`config.mk`:
```
export PLATFORM = sky130hd
export DESIGN_NAME = seg7_scan_driver
export DESIGN_NICKNAME = d
export VERILOG_FILES = /design/src/rtl/seg7_pkg.sv /design/src/rtl/seg7_bcd_decode.sv /design/src/rtl/seg7_scan_driver.sv
export SDC_FILE = /design/constraint.sdc
export NUM_CORES = 1
export LEC_CHECK = 0
export ABC_AREA = 1
export BUFFER_PORTS_ARGS = -buffer_cell sky130_fd_sc_hd__buf_2
export CELL_PAD_IN_SITES_DETAIL_PLACEMENT = 0
export CELL_PAD_IN_SITES_GLOBAL_PLACEMENT = 1
export CORE_UTILIZATION = 40
export CTS_BUF_LIST = sky130_fd_sc_hd__clkbuf_4 sky130_fd_sc_hd__clkbuf_8 sky130_fd_sc_hd__clkbuf_16
export DETAILED_ROUTE_END_ITERATION = 8
export PLACE_DENSITY = 0.82
export SLEW_MARGIN = 15
export SYNTH_ARGS = -nofsm -noshare
export SYNTH_HDL_FRONTEND = slang
export SYNTH_HIERARCHICAL = 1
export SYNTH_SLANG_ARGS = --single-unit
```
`constraint.sdc`:
```
create_clock -name clk -period 3.1 [get_ports clk]
set_clock_uncertainty 0.1 [all_clocks]
set_input_delay 0.465 -clock clk [delete_from_list [all_inputs] [get_ports clk]]
set_output_delay 0.465 -clock clk [all_outputs]
set_load 0.05 [all_outputs]
```
`src/rtl/seg7_pkg.sv`:
```
// Shared segment types and glyph constants for the seven-segment scan driver.
// Segment order is {g,f,e,d,c,b,a}, active low.
package seg7_pkg;

  typedef logic [6:0] seg_t;

  localparam seg_t SEG_BLANK = 7'b1111111;
  localparam seg_t SEG_MINUS = 7'b0111111;

  localparam seg_t SEG_D0 = 7'b1000000;
  localparam seg_t SEG_D1 = 7'b1111001;
  localparam seg_t SEG_D2 = 7'b0100100;
  localparam seg_t SEG_D3 = 7'b0110000;
  localparam seg_t SEG_D4 = 7'b0011001;
  localparam seg_t SEG_D5 = 7'b0010010;
  localparam seg_t SEG_D6 = 7'b0000010;
  localparam seg_t SEG_D7 = 7'b1111000;
  localparam seg_t SEG_D8 = 7'b0000000;
  localparam seg_t SEG_D9 = 7'b0010000;

endpackage

```
`src/rtl/seg7_bcd_decode.sv`:
```
// Combinational BCD nibble to active-low segment decoder.
// Codes 10-15 render as blank.
module seg7_bcd_decode
  import seg7_pkg::*;
(
  input  logic [3:0] nibble,
  output seg_t       seg
);

  always_comb begin
    seg = SEG_BLANK;
    case (nibble)
      4'd0:    seg = SEG_D0;
      4'd1:    seg = SEG_D1;
      4'd2:    seg = SEG_D2;
      4'd3:    seg = SEG_D3;
      4'd4:    seg = SEG_D4;
      4'd5:    seg = SEG_D5;
      4'd6:    seg = SEG_D6;
      4'd7:    seg = SEG_D7;
      4'd8:    seg = SEG_D8;
      4'd9:    seg = SEG_D9;
      default: seg = SEG_BLANK;
    endcase
  end

endmodule

```
`src/rtl/seg7_scan_driver.sv`:
```
// Multiplexed seven-segment driver: NUM_DIGITS BCD digits plus one sign digit.
// Define SEG7_LZB_EN to blank leading zeros above the most significant non-zero digit.
module seg7_scan_driver
  import seg7_pkg::*;
#(
  parameter int NUM_DIGITS  = 4,
  parameter int REFRESH_DIV = 100000
) (
  input  logic                    clk,
  input  logic                    rst_n,
  input  logic                    load,
  input  logic [4*NUM_DIGITS-1:0] bcd_in,
  input  logic                    neg_in,
  output seg_t                    seg,
  output logic [NUM_DIGITS:0]     an
);

  localparam int CNT_W = $clog2(REFRESH_DIV);
  localparam int IDX_W = $clog2(NUM_DIGITS + 1);
  localparam logic [NUM_DIGITS:0] AN_ONE = 1;

  logic [CNT_W-1:0]        cnt;
  logic [IDX_W-1:0]        idx;
  logic [4*NUM_DIGITS-1:0] shadow_bcd;
  logic                    shadow_neg;
  logic                    tc;
  logic [3:0]              nibble;
  seg_t                    dec_seg;
  seg_t                    seg_next;
  logic                    lz_blank;

  assign tc = (cnt == CNT_W'(REFRESH_DIV - 1));

  always_ff @(posedge clk or negedge rst_n) begin
    if (!rst_n) begin
      cnt        <= '0;
      idx        <= '0;
      shadow_bcd <= '0;
      shadow_neg <= 1'b0;
    end else begin
      cnt <= tc ? '0 : cnt + CNT_W'(1);
      if (tc) idx <= (idx == IDX_W'(NUM_DIGITS)) ? '0 : idx + IDX_W'(1);
      if (load) begin
        shadow_bcd <= bcd_in;
        shadow_neg <= neg_in;
      end
    end
  end

  // Slot 0 is never blanked, so a zero magnitude still shows one digit.
  always_comb begin
    nibble   = 4'd0;
    lz_blank = 1'b0;
`ifdef SEG7_LZB_EN
    lz_blank = (idx != '0);
`endif
    for (int i = 0; i < NUM_DIGITS; i++) begin
      if (idx == IDX_W'(i)) nibble = shadow_bcd[i*4 +: 4];
`ifdef SEG7_LZB_EN
      if (IDX_W'(i) >= idx && shadow_bcd[i*4 +: 4] != 4'd0) lz_blank = 1'b0;
`endif
    end
  end

  seg7_bcd_decode u_decode (
    .nibble (nibble),
    .seg    (dec_seg)
  );

  always_comb begin
    seg_next = dec_seg;
    if (idx == IDX_W'(NUM_DIGITS))
      seg_next = (shadow_neg && (|shadow_bcd)) ? SEG_MINUS : SEG_BLANK;
    else if (lz_blank)
      seg_next = SEG_BLANK;
  end

  always_ff @(posedge clk or negedge rst_n) begin
    if (!rst_n) begin
      seg <= SEG_BLANK;
      an  <= '1;
    end else begin
      seg <= seg_next;
      an  <= ~(AN_ONE << idx);
    end
  end

endmodule
```
==> impl_metrics.toml <==
[outcome]
status = "finished clean"

[sta]
finalSetupViolations = 0
grt_setup_unrepaired = "false"
fmax_mhz = 407
period_share_pct = 79.2
slew_viols_final = 0
finalWorstSetupSlack_ns = 0.645
finalHoldViolCount = 0
timing.slew.headroom_pct = 41.1
setup_tns_ns = 0
finalWorstPathRequiredPeriod_ns = 2.45
worst-slew-pin-transition_ns = 0.884

[power]
power.share.sequential_pct = 53.9
power.density_cell_area_mw_per_mm2 = 454
intPower_uw = 945
power.combinational.fraction_pct = 15.1
leakagePower_uw = 0.00146
switch_pwr_uw = 353
ir_worst_vdd_mv = 0.205
power_frac_clock_pct = 30.9
power.switching_fraction_pct = 27.2

[floorplanning]
die_w_um = 81.5
floorplan.die_area_sq_mm = 0.00665
std_cell_rows = 28
die_y_um = 81.5
initial_utilization_pct = 42.0
floorplan.io_pins = 32
core_area_sq_mm = 0.00603

[clock_network]
clock_tree.htree_level_count = 2
cts-buffers-inserted = 5
cts.sink_count = 49
cts.repair_timing.setup_buffer_count = 0
root_buffer = "clkbuf_8"
cts-hold-fix-buffers = 0
cts.reportedPaths.clkPinSlew_ns = 0.09
clock_path_buffers = 2
worst_skew_pair.late_latency_ns = 0.30
cts_tree = "built"
cts-resized-gates = 0

[detailed_routing]
vias = 1940
drt-wirelength-per-cell_um = 11.6
wire_length_after_detailed_routing_mm = 4.92
post-route-drc-count = 0
drtPass1Iterations = 5
drt-initial-drc-count = 117
final_antenna_net_count = 0
post_drt_via_cell_ratio = 4.56

[grt]
globalRouteOverflowTotal = 0
first_global_vias = 1807
grt_pass1_wl_mm = 8.41
grt_overall_usage_pct = 16.7
grt_antenna_before_repair = 0
grt_start_max_net_pins = 40

[finish]
num-fill-cells = 590
areaGrowthSynthToFinish_pct = 13.1
drive_above_1_share_pct = 21.4
antenna-diode-count = 0
fin_nets = 380

[critical_path]
setup.worst_path.class = "flip-flop to flip-flop"
critical_path_source_type = "flip-flop"
timing.critical_path.to_type = "flip-flop"
reg2reg_slack_ns = 0.65
cp_max_fo = 5
critical_path_data_required_time_ns = 3.22
cp.arrival_ns = 2.58

[yosys]
ys.warnings.count = 6
simple_gate_portion_of_the_synthesized_area_pct = 27.8
postSynthRegisterBits = 49
synthXorXnorAreaFrac_pct = 2.42
synthDominantCellAreaShare_pct = 36.6
largest_family_of_logic_cells_by_synthesized_area = "simple AND/OR/NAND/NOR gates"
synth.net_count = 345
mappedNetlistArea_sq_mm = 0.00253
yosys.area.top_type = "dfrtp_1"
synthCells = 314
ys_seq_area_share_pct = 49.1
yosys-mux-area-fraction_pct = 1.78
synthAdderAreaFrac_pct = 5.44
ys_types = 23
mean_instance_size_in_the_synthesized_netlist_sq_um = 8.06
synth-compound-area-share_pct = 5.14
post_synth_main_area_contributors = "dfrtp_1 (37%), dfstp_2 (12%), nand2_1 (12%), inv_1 (7.1%), nor2_1 (5.8%)"

[job]
cap_viol_max_count = 0

[placement]
hpwl_mm = 3.72
io_buffer_count = 31
globalplace.congestion = 0.784
detailedPlace.worstSlack_ns = 0.644

[hold_path]
hold_class = "primary input to async pin"
-- Yosys cell counts (all sizes together) --
cell and n:
nor2 41, nand3 22, dfstp 12, or2 7, dfrtp 37, inv 50
nor3 2, xnor2 1, o21ai 22, nand4 7, xor2 6, mux2 4
ha 11, clkbuf 2, buf 2, a21oi 1, nand2 87
-- sequential cells by signal (all words and copies together), names as in the netlist --
signal and flops:
cnt 17, shadow_bcd 16, seg 7, an 5, shadow_neg 1, idx 3
-- logic make-up (layout without fill, tap and decap cells) --
kind of cell | Yosys count | in the layout
buffers and inverters | 54 | 90
adders and majority gates | 11 | 11
muxes | 4 | 4
AOI/OAI and AO/OA | 23 | 23
xor gates and xnor gates | 7 | 7
DFF | 49 | 49
and+or+nand+nor | 166 | 166
-- cell usage in the layout (no fill, tap or decap) --
cell / n
nand2_1: 83
inv_1: 48
nor2_1: 39
dfrtp_1: 37
buf_2: 31
nand3_1: 22
o21ai_0: 17
dfstp_2: 12
ha_1: 11
or2_2: 7
nand4_1: 7
xor2_1: 6
clkbuf_8: 6
nand2_2: 4
mux2_2: 4
o21ai_2: 4
nor2_2: 2
inv_2: 2
nor3_1: 2
clkbuf_4: 2
xnor2_1: 1
o21ai_1: 1
a21oi_1: 1
buf_4: 1
-- worst max-delay path, stage by stage (launching register included) --
cell and delay, ns:
dfrtp_1 0.42, inv_1 0.11, ha_1 0.18, nand2_1 0.09, nor2_1 0.21, nand2_1 0.09, nand3_1 0.08, nand3_1 0.07
nand2_1 0.16, inv_1 0.11, ha_1 0.28, nand2_1 0.06, nand3_1 0.09, nand2_1 0.05, or2_2 0.29
-- worst paths after layout --
check / start / end / cells after the start
worst max-delay path: idx[0] / seg[3] / 14
worst min-delay path: rst_n / cnt[6] / 1
worst max register to register: idx[0] / seg[3] / 14
worst min register to register: cnt[0] / cnt[0] / 1
max in group asynchronous: rst_n / an[2] / 2
min in group clk: bcd_in[10] / shadow_bcd[10] / 3
-- power groups by stage --
stage          Clock [uW]  Combinational (uW)  Sequential (uW)
2_1_floorplan           0                83.1              769
6_report              402                 196              700
5_1_grt               444                 222              706
3_3_place_gp            0                 197              712
3_5_place_dp            0                 198              713
4_1_cts               419                 199              701
-- metal layers --
layer | track usage, % | part of all wire (%) | up-vias
met1 | 24.7 | 52 | 862
li1 | - | - | 1035
met5 | 0 | 0 | -
met4 | 3.75 | 0.94 | 0
met3 | 3.44 | 4.1 | 4
met2 | 24.8 | 43 | 39
-- layout make-up --
type / count / area [sq um] / share of cell area, %
multi-input combinational: 211 / 1080 / 37.7
timing repair buffer: 32 / 163 / 5.69
sequential: 49 / 1240 / 43.4
tap: 75 / 93.8 / 3.28
inverter: 50 / 188 / 6.56
clock buffer: 8 / 97.6 / 3.41
-- through the flow --
step	instances	power, uW	hold WS [ns]	util, %	area, sq um
finish	425	1300	0.185	47.5	2860
detailed placement	417	911	0.382	45.8	2760
CTS	425	1320	0.216	47.5	2860
global placement	417	909	0.378	45.8	2760
floorplan	314	852	0.0694	-	2530
global route	425	1370	0.245	47.5	2860
No activity file was read; power rests on OpenSTA's default activity.
